**src/rtl/pipelined_carry_select_addsub.sv**
```systemverilog
// pipelined_carry_select_addsub
// Two's-complement add/subtract split across STAGES registered stages. Each stage
// sums a run of SEG_W-bit segments (ripple for segment 0, carry-select elsewhere)
// and hands its carry to the next stage, under valid/ready flow control.
// Optional macro ODE_ADDSUB_SATURATE_EN clamps overflowing results to the signed limits.
module pipelined_carry_select_addsub #(
   parameter int WIDTH  = 20,
   parameter int SEG_W  = 2,
   parameter int STAGES = 2
) (
   input  logic             clk,
   input  logic             rst,
   input  logic             in_valid,
   output logic             in_ready,
   input  logic             sub,
   input  logic [WIDTH-1:0] in0,
   input  logic [WIDTH-1:0] in1,
   input  logic             cin,
   output logic             out_valid,
   input  logic             out_ready,
   output logic [WIDTH-1:0] sum,
   output logic             cout,
   output logic             v,
   output logic             zero
);

   localparam int NSEG = WIDTH / SEG_W;
   localparam int SPS  = (NSEG + STAGES - 1) / STAGES;

   logic [STAGES-1:0] valid_q, valid_d;
   logic [STAGES-1:0] carry_q, carry_d;
   logic [STAGES-1:0] advance;
   logic [WIDTH-1:0]  a_q [STAGES];
   logic [WIDTH-1:0]  a_d [STAGES];
   logic [WIDTH-1:0]  b_q [STAGES];
   logic [WIDTH-1:0]  b_d [STAGES];
   logic [WIDTH-1:0]  s_q [STAGES];
   logic [WIDTH-1:0]  s_d [STAGES];
   logic              v_q, v_d;
   logic              zero_q, zero_d;

   // A stage may move forward if it, or any stage after it, is empty, or the consumer takes the result
   always_comb begin
      logic full;
      full    = 1'b1;
      advance = '0;
      for (int k = 0; k < STAGES; k++) begin
         full = 1'b1;
         for (int j = k; j < STAGES; j++) begin
            full = full & valid_q[j];
         end
         advance[k] = ~full | out_ready;
      end
   end

   assign in_ready = ~rst & advance[0];

   // Per-stage arithmetic: pick up the stage inputs, sum this stage's segments, compute flags at the end
   always_comb begin
      logic             stg_v;
      logic             stg_c;
      logic             ov;
      logic [WIDTH-1:0] stg_a;
      logic [WIDTH-1:0] stg_b;
      logic [WIDTH-1:0] stg_s;
      logic [WIDTH-1:0] fin_s;
      logic [SEG_W-1:0] seg_a;
      logic [SEG_W-1:0] seg_b;
      logic [SEG_W:0]   r0;
      logic [SEG_W:0]   r1;
      int               prev;

      valid_d = valid_q;
      carry_d = carry_q;
      v_d     = v_q;
      zero_d  = zero_q;
      for (int k = 0; k < STAGES; k++) begin
         a_d[k] = a_q[k];
         b_d[k] = b_q[k];
         s_d[k] = s_q[k];
      end
      stg_v = 1'b0;
      stg_c = 1'b0;
      ov    = 1'b0;
      stg_a = '0;
      stg_b = '0;
      stg_s = '0;
      fin_s = '0;
      seg_a = '0;
      seg_b = '0;
      r0    = '0;
      r1    = '0;
      prev  = 0;

      for (int k = 0; k < STAGES; k++) begin
         prev = (k > 0) ? k - 1 : 0;
         if (k == 0) begin
            stg_v = in_valid & in_ready;
            stg_a = in0;
            stg_b = sub ? ~in1 : in1;
            stg_s = '0;
            stg_c = cin | sub;
         end else begin
            stg_v = valid_q[prev];
            stg_a = a_q[prev];
            stg_b = b_q[prev];
            stg_s = s_q[prev];
            stg_c = carry_q[prev];
         end

         for (int g = 0; g < NSEG; g++) begin
            if (g >= k * SPS && g < (k + 1) * SPS) begin
               if (g == 0) begin
                  for (int i = 0; i < SEG_W; i++) begin
                     stg_s[i] = stg_a[i] ^ stg_b[i] ^ stg_c;
                     stg_c    = (stg_a[i] & stg_b[i]) | (stg_c & (stg_a[i] ^ stg_b[i]));
                  end
               end else begin
                  seg_a = stg_a[g*SEG_W +: SEG_W];
                  seg_b = stg_b[g*SEG_W +: SEG_W];
                  r0    = {1'b0, seg_a} + {1'b0, seg_b};
                  r1    = {1'b0, seg_a} + {1'b0, seg_b} + {{SEG_W{1'b0}}, 1'b1};
                  stg_s[g*SEG_W +: SEG_W] = stg_c ? r1[SEG_W-1:0] : r0[SEG_W-1:0];
                  stg_c = stg_c ? r1[SEG_W] : r0[SEG_W];
               end
            end
         end

         ov = (stg_a[WIDTH-1] & stg_b[WIDTH-1] & ~stg_s[WIDTH-1]) |
              (~stg_a[WIDTH-1] & ~stg_b[WIDTH-1] & stg_s[WIDTH-1]);
`ifdef ODE_ADDSUB_SATURATE_EN
         fin_s = ov ? (stg_a[WIDTH-1] ? {1'b1, {(WIDTH-1){1'b0}}} : {1'b0, {(WIDTH-1){1'b1}}}) : stg_s;
`else
         fin_s = stg_s;
`endif

         if (advance[k]) begin
            valid_d[k] = stg_v;
            if (stg_v) begin
               a_d[k]     = stg_a;
               b_d[k]     = stg_b;
               s_d[k]     = (k == STAGES - 1) ? fin_s : stg_s;
               carry_d[k] = stg_c;
               if (k == STAGES - 1) begin
                  v_d    = ov;
                  zero_d = (fin_s == '0);
               end
            end
         end
      end
   end

   // Pipeline registers; synchronous reset empties every stage and clears the result
   always_ff @(posedge clk) begin
      if (rst) begin
         valid_q <= '0;
         carry_q <= '0;
         v_q     <= 1'b0;
         zero_q  <= 1'b0;
         for (int k = 0; k < STAGES; k++) begin
            a_q[k] <= '0;
            b_q[k] <= '0;
            s_q[k] <= '0;
         end
      end else begin
         valid_q <= valid_d;
         carry_q <= carry_d;
         v_q     <= v_d;
         zero_q  <= zero_d;
         for (int k = 0; k < STAGES; k++) begin
            a_q[k] <= a_d[k];
            b_q[k] <= b_d[k];
            s_q[k] <= s_d[k];
         end
      end
   end

   assign out_valid = valid_q[STAGES-1];
   assign sum       = s_q[STAGES-1];
   assign cout      = carry_q[STAGES-1];
   assign v         = v_q;
   assign zero      = zero_q;

endmodule

```
**config.mk**
```make
export PLATFORM = sky130hd
export DESIGN_NAME = pipelined_carry_select_addsub
export DESIGN_NICKNAME = d
export VERILOG_FILES = /design/src/rtl/pipelined_carry_select_addsub.sv
export SDC_FILE = /design/constraint.sdc
export NUM_CORES = 1
export LEC_CHECK = 0
export BUFFER_PORTS_ARGS = -buffer_cell sky130_fd_sc_hd__buf_2
export CORE_MARGIN = 10
export CORE_UTILIZATION = 50
export CTS_CLUSTER_DIAMETER = 150
export DETAILED_ROUTE_END_ITERATION = 12
export HOLD_SLACK_MARGIN = 0.15
export PLACE_DENSITY_LB_ADDON = 0.05
export SETUP_SLACK_MARGIN = 0.3
export SYNTH_ARGS = -nofsm -noshare
export SYNTH_HDL_FRONTEND = slang
export SYNTH_SLANG_ARGS = --single-unit
```
**constraint.sdc**
```tcl
create_clock -name clk -period 3.4 [get_ports clk]
set_input_delay 0.34 -clock clk [delete_from_list [all_inputs] [get_ports clk]]
set_output_delay 0.34 -clock clk [all_outputs]
set_load 0.05 [all_outputs]
```
==> qor.json <==
{
  "outcome": {
    "run_status": "completed"
  },
  "floorplan": {
    "ios": 71,
    "floorplan.die_area_um2": 10900,
    "initial_utilization_pct": 52.0,
    "core_um2": 6870,
    "die_y_um": 105,
    "rows": 30,
    "chipWidth_um": 105
  },
  "min_path": {
    "holdPathStages": 3,
    "worstHoldEndpoint": "valid_q[0]$_SDFFE_PP0P_",
    "hold_path.startpoint": "in_valid",
    "timing.hold.worst.class": "input port to flop"
  },
  "clock_tree": {
    "tritoncts": "done",
    "cts_made_buffers": 5,
    "number_of_buffers_inserted_by_hold_repair_at_cts": 0,
    "path_clk_slew_ns": 0.10,
    "ctsRootBufferMaster": "sky130_fd_sc_hd__clkbuf_8",
    "post_cts_buffers": 0,
    "htree_num_levels": 2,
    "clock_sink_count": 56,
    "clock_path_buffers": 2,
    "clkLatencyLatePin_ns": 0.30
  },
  "routing": {
    "dr_total_vias": 2555,
    "antenna_violating_nets_left": 0,
    "drt_first_pass_iters": 6,
    "totalWireLength_mm": 7.29,
    "drc": 0,
    "route.detailed.wl_per_inst_um": 14.2,
    "first_iter_violations": 70,
    "vias_per_cell": 4.97
  },
  "pwr": {
    "net-switching-power_mw": 0.607,
    "cellLeakagePower_nw": 1.71,
    "p_sw_share_pct": 34.7,
    "p_int_mw": 1.14,
    "p_comb_share_pct": 33.2,
    "seqPwrFrac_pct": 45.5,
    "power.clock.fraction_pct": 21.3,
    "p_per_area_nw_per_um2": 443,
    "vdd_ir_drop_max_mv": 0.221,
    "report.power.total_mw": 1.75
  },
  "cells_and_area": {
    "layout.nets": 494,
    "layout.cells.non_filler": 514,
    "most_frequent_cells_in_the_layout": "sky130_fd_sc_hd__buf_2, sky130_fd_sc_hd__nand2_1, sky130_fd_sc_hd__dfxtp_1",
    "fillCellCount": 642,
    "multi_input_comb_area_um2": 1910,
    "area.sequential_um2": 1320,
    "final_cell_area_um2": 3950,
    "post_route_cells_drive_above_1_share_pct": 23.0,
    "final_antenna_diode_count": 0,
    "finish.utilization_pct": 57.5,
    "layout_commonest_cell": "sky130_fd_sc_hd__buf_2",
    "area_growth_syn_to_layout_pct": 10.5
  },
  "setup_path": {
    "worstPathMaxFanout": 8,
    "critPathMaxStageDelay_ns": 0.52,
    "ff_to_ff_path_depth": 11,
    "cp.buffers_inverters": 2,
    "setup.worst_path.end_class": "flop",
    "cp-start-kind": "flop",
    "ff2ff_setup_slack_ns": 0.44,
    "critPathTopFamily": "compound AO/OA/AOI/OAI gates",
    "criticalPathCategory": "flop to flop",
    "worstPathArrival_ns": 3.17,
    "ff_to_ff_end": "zero$_SDFFE_PP0P_",
    "critical_path.cell_chain": "ha_1 > inv_1 > fa_1 > inv_1 > ha_1 > a21bo_4 > a31oi_1 > nor4_4 > o31a_2 > mux2_2 > a32o_1",
    "critical_path.slowest_cell": "sky130_fd_sc_hd__fa_1",
    "data_required_time_at_the_worst_endpoint_ns": 3.61,
    "worst_r2r_start": "a_q[0][10]$_SDFFCE_PN0P_"
  },
  "grt": {
    "largest_net_degree_at_the_start_of_global_routing": 27,
    "grtUsageTotal_pct": 13.0,
    "globalRoute.totalOverflow": 0,
    "antenna_violations_before_repair": 0,
    "grt_pass1_vias": 2491,
    "grt_pass1_wl_mm": 12.0
  },
  "sta": {
    "max_freq_mhz": 338,
    "period_share_pct": 87.0,
    "hold_viol": 0,
    "setup-tns-final_ns": 0,
    "post_layout_minimum_cycle_time_ns": 2.96,
    "finalSetupViolations": 0,
    "timing.final.max_slew_violations": 0,
    "worstMarginPinSlew_ns": 0.810,
    "fin_worst_hold_slack_ns": 0.276,
    "max_slew_margin_pct": 46.0,
    "skew_ns": 0.00609,
    "grt_setup_unrepaired": "no",
    "final.setup.worst_slack_ns": 0.441
  },
  "placed_design": {
    "placement.setup.worst_slack_ns": 0.373,
    "io_buffers": 70,
    "dp.cells": 506,
    "total_cell_area_at_the_placement_stage_um2": 3830,
    "hpwl_mm": 5.87,
    "gpl.final_weighted_congestion": 0.794
  },
  "yosys": {
    "yosys.cell_types.count": 60,
    "synth.cell_area_um2": 3570,
    "synth_area_per_cell_um2": 9.50,
    "ys.flop_type": "sky130_fd_sc_hd__dfxtp_1",
    "synth_sequential_area_ratio_pct": 37.0,
    "synthCells": 376,
    "yosysWarnings": 0,
    "synthesis.nets": 453,
    "synth_edf_count": 20,
    "async_reset_ff_share_pct": 0,
    "ys_ff_latch": 56
  },
  "run": {
    "max_cap_viol_count": 0
  }
}
cell type report:
type                            count  area share (%)
Clock buffer                        5            1.74
Clock inverter                      3           0.570
Inverter                           35            3.33
Multi-Input combinational cell    246            48.4
Sequential cell                    56            33.5
Tap cell                           96            3.04
Timing Repair Buffer               73            9.44
power by group through the flow:
stage	combinational (mW)	sequential (mW)	clock, mW
final	0.581	0.796	0.372
after global placement	0.564	0.809	0
after detailed placement	0.577	0.811	0
after global routing	0.646	0.804	0.419
after floorplan	0.464	0.804	0
after CTS	0.580	0.796	0.389
sequential cells by signal, indices dropped and copies added, names as in the netlist:
name	flops
b_q	10
v	1
a_q	10
zero	1
valid_q	2
s_q	30
carry_q	2
metal layers:
metal / track usage [%] / part of all wire [%] / vias up
li1: - / - / 1333
met1: 18.7 / 49 / 1127
met2: 18.3 / 41 / 95
met3: 4.67 / 9.9 / 0
met4: 2.19 / 0 / 0
met5: 0 / 0 / -
cells in the mapped netlist (all sizes together), types with 8 or more instances:
master  count  area (µm²)
ha         20         250
buf        27         188
a21oi      17        85.1
nand2      38         143
xnor2      21         184
clkbuf     12        45.0
nor2b      11        68.8
dfxtp      36         721
nor2       31         116
nand3       8        40.0
a211oi      8        65.1
inv        35         131
fa         11         220
edfxtp     20         601
xor2        9        78.8
kinds of logic (layout without fill, tap and decap cells):
logic type	after synthesis	after routing	synth area share (%)
and+or+nand+nor	125	125	18.0
buffers and inverters	74	116	10.2
DFF	56	56	37.0
AOI/OAI and AO/OA	53	53	11.6
xor gates and xnor gates	32	32	8.65
adders and majority gates	31	31	13.2
muxes	5	5	1.47
worst min-delay path, cell delays in order:
cell,delay [ns]
sky130_fd_sc_hd__buf_2,0.09
sky130_fd_sc_hd__a21oi_1,0.04
sky130_fd_sc_hd__nor2_1,0.07
repair_timing:
action	4_1_cts	5_1_grt
endpoints found under the setup margin	0	1
resized for setup	0	3
endpoints found under the hold margin	0	0
worst max-delay path by stage:
stage	startpoint	to	slack, ns	cells past startpoint
floorplan	valid_q[1]$_SDFFE_PP0N_	a_q[0][10]$_SDFFCE_PN0P_	0.35	5
global placement	sub	s_q[0][9]$_SDFFE_PP0P_	0.51	12
detailed placement	sub	s_q[0][9]$_SDFFE_PP0P_	0.37	12
CTS	b_q[0][16]$_SDFFCE_PN0P_	carry_q[1]$_SDFFE_PP0P_	0.50	11
global route	a_q[0][10]$_SDFFCE_PN0P_	v$_SDFFE_PP0P_	0.30	11
finish	a_q[0][10]$_SDFFCE_PN0P_	zero$_SDFFE_PP0P_	0.44	11
Note: power is estimated with default switching activity, not from simulation.
